===== config.mk =====
export PLATFORM = sky130hd
export DESIGN_NAME = scan_code_display_ctrl_flat
export DESIGN_NICKNAME = d
export VERILOG_FILES = /design/src/rtl/scan_code_display_if.sv /design/src/rtl/scan_code_display_ctrl.sv /design/src/flat_wrapper.sv
export SDC_FILE = /design/constraint.sdc
export NUM_CORES = 1
export LEC_CHECK = 0
export BUFFER_PORTS_ARGS = -buffer_cell sky130_fd_sc_hd__buf_4
export CORE_MARGIN = 2
export CORE_UTILIZATION = 50
export CTS_BUF_LIST = sky130_fd_sc_hd__clkbuf_2 sky130_fd_sc_hd__clkbuf_4 sky130_fd_sc_hd__clkbuf_8
export DETAILED_ROUTE_END_ITERATION = 16
export GPL_TIMING_DRIVEN = 0
export PLACE_DENSITY_LB_ADDON = 0.08
export SYNTH_ARGS = -nofsm -noshare
export SYNTH_HDL_FRONTEND = slang
export SYNTH_SLANG_ARGS = --single-unit
export TNS_END_PERCENT = 5

===== constraint.sdc =====
create_clock -name clk -period 2.6 [get_ports clk]
set_clock_uncertainty 0.15 [all_clocks]
set_input_delay 0.65 -clock clk [delete_from_list [all_inputs] [get_ports clk]]
set_output_delay 0.65 -clock clk [all_outputs]
set_load 0.02 [all_outputs]

===== src/rtl/scan_code_display_if.sv =====
// Byte-in / code-out bundle between the PS/2 byte receiver, the scan-code
// sequencer and the hex display decoder.
interface scan_code_display_if;
    logic        byte_valid;
    logic [7:0]  byte_data;
    logic [15:0] code;
    logic        code_valid;
    logic        key_down;
    logic        extended;
    logic        seq_err;

    // byte_valid is a one-cycle strobe with no ready: every strobe is consumed
    // in the cycle it is seen. code_valid and seq_err are one-cycle pulses.
    modport master (
        output byte_valid, byte_data,
        input  code, code_valid, key_down, extended, seq_err
    );

    modport slave (
        input  byte_valid, byte_data,
        output code, code_valid, key_down, extended, seq_err
    );
endinterface


===== src/rtl/scan_code_display_ctrl.sv =====
// Assembles PS/2 scan-code bytes (E0/F0 prefixes) into a held 16-bit display word.
// Optional macro SCAN_CLEAR_ON_BREAK_EN: a completed break code loads 16'h0000.
module scan_code_display_ctrl #(
    parameter int TIMEOUT_CYCLES = 50000
) (
    input  logic                 clk,
    input  logic                 rst,
    scan_code_display_if.slave   bus,
    output logic [1:0]           state_dbg
);
    localparam int CNT_W = $clog2(TIMEOUT_CYCLES + 1);
    localparam logic [CNT_W-1:0] CNT_LAST = CNT_W'(TIMEOUT_CYCLES - 1);
    localparam logic [7:0] PFX_EXT = 8'hE0;
    localparam logic [7:0] PFX_BRK = 8'hF0;

    typedef enum logic [1:0] {
        IDLE      = 2'd0,
        GOT_E0    = 2'd1,
        GOT_F0    = 2'd2,
        GOT_E0_F0 = 2'd3
    } state_t;

    state_t           state;
    logic [CNT_W-1:0] cnt;
    logic [15:0]      brk_code;

`ifdef SCAN_CLEAR_ON_BREAK_EN
    assign brk_code = 16'h0000;
`else
    assign brk_code = {PFX_BRK, bus.byte_data};
`endif

    assign state_dbg = state;

    always_ff @(posedge clk) begin
        if (rst) begin
            state          <= IDLE;
            cnt            <= '0;
            bus.code       <= 16'h0000;
            bus.code_valid <= 1'b0;
            bus.key_down   <= 1'b0;
            bus.extended   <= 1'b0;
            bus.seq_err    <= 1'b0;
        end else begin
            bus.code_valid <= 1'b0;
            bus.seq_err    <= 1'b0;
            if (bus.byte_valid) begin
                // A byte always wins over a timeout expiring in the same cycle.
                cnt <= '0;
                case (state)
                    IDLE: begin
                        if (bus.byte_data == PFX_EXT) begin
                            state <= GOT_E0;
                        end else if (bus.byte_data == PFX_BRK) begin
                            state <= GOT_F0;
                        end else begin
                            bus.code       <= {8'h00, bus.byte_data};
                            bus.key_down   <= 1'b1;
                            bus.extended   <= 1'b0;
                            bus.code_valid <= 1'b1;
                        end
                    end
                    GOT_E0: begin
                        if (bus.byte_data == PFX_BRK) begin
                            state <= GOT_E0_F0;
                        end else if (bus.byte_data == PFX_EXT) begin
                            bus.seq_err <= 1'b1;
                        end else begin
                            bus.code       <= {PFX_EXT, bus.byte_data};
                            bus.key_down   <= 1'b1;
                            bus.extended   <= 1'b1;
                            bus.code_valid <= 1'b1;
                            state          <= IDLE;
                        end
                    end
                    GOT_F0: begin
                        if (bus.byte_data == PFX_BRK) begin
                            bus.seq_err <= 1'b1;
                        end else if (bus.byte_data == PFX_EXT) begin
                            bus.seq_err <= 1'b1;
                            state       <= GOT_E0;
                        end else begin
                            bus.code       <= brk_code;
                            bus.key_down   <= 1'b0;
                            bus.extended   <= 1'b0;
                            bus.code_valid <= 1'b1;
                            state          <= IDLE;
                        end
                    end
                    GOT_E0_F0: begin
                        if (bus.byte_data == PFX_EXT || bus.byte_data == PFX_BRK) begin
                            bus.seq_err <= 1'b1;
                        end else begin
                            bus.code       <= brk_code;
                            bus.key_down   <= 1'b0;
                            bus.extended   <= 1'b1;
                            bus.code_valid <= 1'b1;
                        end
                        state <= IDLE;
                    end
                    default: state <= IDLE;
                endcase
            end else if (state != IDLE) begin
                if (cnt == CNT_LAST) begin
                    bus.seq_err <= 1'b1;
                    state       <= IDLE;
                    cnt         <= '0;
                end else begin
                    cnt <= cnt + CNT_W'(1);
                end
            end else begin
                cnt <= '0;
            end
        end
    end
endmodule


===== src/flat_wrapper.sv =====
// flat-port wrapper written by rule: the top's interface ports become plain ports
module scan_code_display_ctrl_flat 
#(
    parameter int TIMEOUT_CYCLES = 50000
)
  (clk, rst, state_dbg, bus_byte_valid, bus_byte_data, bus_code, bus_code_valid, bus_key_down, bus_extended, bus_seq_err);
  scan_code_display_if bus_i ();
  input  logic clk;
  input  logic rst;
  output logic [1:0] state_dbg;
  input wire logic [$bits(bus_i.byte_valid)-1:0] bus_byte_valid;
  input wire logic [$bits(bus_i.byte_data)-1:0] bus_byte_data;
  output wire logic [$bits(bus_i.code)-1:0] bus_code;
  output wire logic [$bits(bus_i.code_valid)-1:0] bus_code_valid;
  output wire logic [$bits(bus_i.key_down)-1:0] bus_key_down;
  output wire logic [$bits(bus_i.extended)-1:0] bus_extended;
  output wire logic [$bits(bus_i.seq_err)-1:0] bus_seq_err;
  assign bus_i.byte_valid = bus_byte_valid;
  assign bus_i.byte_data = bus_byte_data;
  assign bus_code = bus_i.code;
  assign bus_code_valid = bus_i.code_valid;
  assign bus_key_down = bus_i.key_down;
  assign bus_extended = bus_i.extended;
  assign bus_seq_err = bus_i.seq_err;
  scan_code_display_ctrl #(.TIMEOUT_CYCLES(TIMEOUT_CYCLES)) u_core (.clk(clk), .rst(rst), .bus(bus_i), .state_dbg(state_dbg));
endmodule

==> results.sh <==
export IMPL_rows=20
export IMPL_final_antenna_net_count=0
export IMPL_synth_edf_count=0
export IMPL_netlist_top_cells_area="dfxtp_1 (41%), mux2i_1 (7.7%), nor2_1 (6.3%), ha_1 (4.8%), xnor2_1 (4.5%)"
export IMPL_final_max_slew_viol_count=0
export IMPL_met1_usage_pct=21.4
export IMPL_setup_violations=0
export IMPL_synthFlopType="dfxtp_1"
export IMPL_ioPinCount=33
export IMPL_via_per_inst=5.42
export IMPL_gp_congestion=0.868
export IMPL_drive_gt1_share_pct=22.4
export IMPL_syn_area_per_cell_sq_um=9.07
export IMPL_syn2layout_area_growth_pct=22.5
export IMPL_die_h_um=59.9
export IMPL_hpwl_um=2300
export IMPL_r2r_cells=5
export IMPL_grt_pass1_vias=1266
export IMPL_worstMarginPinSlew_ns=0.510
export IMPL_ys_seq_area_share_pct=41.1
export IMPL_slew_headroom_pct=65.8
export IMPL_yosysMostFrequentCell="dfxtp_1"
export IMPL_yosys_area_top_type_share_pct=41.1
export IMPL_synthTopCellsByCount="dfxtp_1 (32), nor2_1 (26), mux2i_1 (12), nand2_1 (9)"
export IMPL_hold_start="u_core.cnt[0]"
export IMPL_drc=0
export IMPL_rsz0062_at_grt="no"
export IMPL_min_path_type="flip-flop to flip-flop"
export IMPL_wl_per_cell_um=13.0
export IMPL_grt_total_usage_pct=19.3
export IMPL_grt_max_degree=11
export IMPL_routed_via_count=1316
export IMPL_end_kind="flip-flop"
export IMPL_cts_resized_gates=0
export IMPL_core_sq_mm=0.00300
export IMPL_grtUsageMet3_pct=4.33
export IMPL_start_util_pct=52.0
export IMPL_cts_htree_levels=2
export IMPL_fillers=260
export IMPL_netlist_area_sq_mm=0.00156
export IMPL_grt_use_met2_pct=33.9
export IMPL_ys_types=34
export IMPL_cp_startpoint="bus_byte_data[0]"
export IMPL_final_area_sq_mm=0.00191
export IMPL_grt_antenna_before_repair=0
export IMPL_tritoncts="built"
export IMPL_maxClockFrequency_ghz=0.414
export IMPL_leakagePower_nw=0.766
export IMPL_globalRouteOverflowTotal=0
export IMPL_cts_buffers_inserted=5
export IMPL_cp_required_ns=2.68
export IMPL_die_w_um=59.9
export IMPL_cts_hold_buffers=0
export IMPL_hold_depth=1
export IMPL_firstDrtPassIters=5
export IMPL_grt_pass1_wl_um=5190
export IMPL_worst_ep_arrival_time_ns=2.49
export IMPL_postSynthCellCount=172
export IMPL_fin_crit_ns=2.42
export IMPL_crit_type="primary input to flip-flop"
export IMPL_hold_violations=0
export IMPL_yosysTopAreaCell="dfxtp_1"
export IMPL_cts_root_buf="clkbuf_4"
export IMPL_num_antenna_cells=0
export IMPL_period_share_pct=93.0
export IMPL_async_flop_share_pct=0
export IMPL_ff2ff_setup_slack_ns=0.39
export IMPL_nets=226
export IMPL_critPathMaxFanout=10
export IMPL_busiest_layer="met2"
export IMPL_cts_setup_buffers=0
export IMPL_startpoint_type="primary input"
export IMPL_ir_drop_mv=0.299
export IMPL_path_clk_slew_ns=0.11
export IMPL_worstSkewPairLatency_ns=0.34
export IMPL_power_density_mw_per_mm2=537
export IMPL_io_buffers=27
export IMPL_maxCapViolations=0
export IMPL_synth_seq_cells=32
export IMPL_cts_buffer_depth=2
export IMPL_placedInstanceArea_sq_mm=0.00182
export IMPL_initialDrtViolationCount=61
export IMPL_rr_startpoint="u_core.cnt[12]"
export IMPL_totalWireLength_um=3150
export IMPL_clock_sinks=32
export IMPL_finalSetupTns_ns=0
export IMPL_outcome="finished, final reports clean"
export IMPL_yosys_warnings=0
export IMPL_die_area_sq_mm=0.00358
[per-stage QoR]
stage / util, % / worst slack (ns) / std cells / hold slack, ns / power (mW)
CTS: 63.6 / 0.177 / 243 / 0.318 / 1.03
finish: 63.6 / 0.182 / 243 / 0.312 / 1.03
detailed placement: 60.5 / -0.182 / 235 / 0.294 / 0.604
global placement: 60.5 / -0.164 / 235 / 0.294 / 0.603
global route: 63.6 / 0.0467 / 243 / 0.364 / 1.06
floorplan: - / 0.173 / 175 / 0.276 / 0.567
[final cells by class]
| cell class | count | area (sq um) | area share, % |
|---|---|---|---|
| Sequential cell | 32 | 641 | 33.5 |
| Tap cell | 33 | 41.3 | 2.16 |
| Multi-Input combinational cell | 130 | 855 | 44.7 |
| Clock inverter | 1 | 30.0 | 1.57 |
| Buffer | 10 | 65.1 | 3.41 |
| Inverter | 3 | 11.3 | 0.589 |
| Timing Repair Buffer | 27 | 203 | 10.6 |
| Clock buffer | 7 | 65.1 | 3.41 |
[critical path: stages]
cell	delay (ns)
buf_4	0.11
or4_1	0.63
o31ai_2	0.54
buf_4	0.30
mux2i_1	0.21
nor2_1	0.05
[path summary, 6_finish.rpt]
check	endpoint
worst max-delay path	u_core.bus.code[1]
worst min-delay path	u_core.cnt[0]
worst max register to register	u_core.cnt[5]
worst min register to register	u_core.cnt[0]
[placed cells by master (no fill, tap or decap), types with 2 or more instances in the layout]
cell type,instances
clkbuf_8,2
dfxtp_1,32
nand4_1,6
and3_1,3
a21oi_1,5
nand2b_1,2
xnor2_1,8
ha_1,6
nand3_1,8
buf_4,34
nand2_1,9
and4_1,2
nand4b_1,2
clkbuf_4,5
inv_1,3
nor2_1,26
nor4_1,4
o21ai_0,4
nor3_1,6
xor2_1,4
conb_1,4
mux2i_1,12
nor2b_1,3
or3_1,5
clkbuf_1,2
or4b_1,2
[report_power, final]
group | leakage (nW) | switching [mW] | internal [mW] | total, mW
registers | 0.260 | 0.00464 | 0.500 | 0.505
clock network | 0.0515 | 0.178 | 0.255 | 0.433
logic | 0.454 | 0.0483 | 0.0402 | 0.0885
total | 0.766 | 0.231 | 0.796 | 1.03
[metal layers]
layer	share of wire (%)	wire length, um	vias up
met5	0	0	-
met4	2.3	71	0
met3	5.1	162	9
met2	49	1550	40
met1	43	1370	597
li1	-	-	670
[logic make-up after synthesis]
| logic type | after synthesis | share of synthesized area, % |
|---|---|---|
| other | 1 | 0.240 |
| AND/OR/NAND/NOR | 82 | 27.7 |
| flip-flops | 32 | 41.1 |
| multiplexers | 12 | 7.70 |
| XOR/XNOR | 12 | 6.74 |
| buffers and inverters | 13 | 4.89 |
| adder cells (fa/ha/maj) | 6 | 4.81 |
| AO/OA/AOI/OAI | 14 | 6.90 |
[sequential cells by signal (all words and copies together) (netlist names)]
signal                 flops
u_core.bus.code           10
u_core.cnt                16
u_core.bus.key_down        1
u_core.bus.extended        1
u_core.state_dbg           2
u_core.bus.seq_err         1
u_core.bus.code_valid      1
No activity file was read; power rests on OpenSTA's default activity.
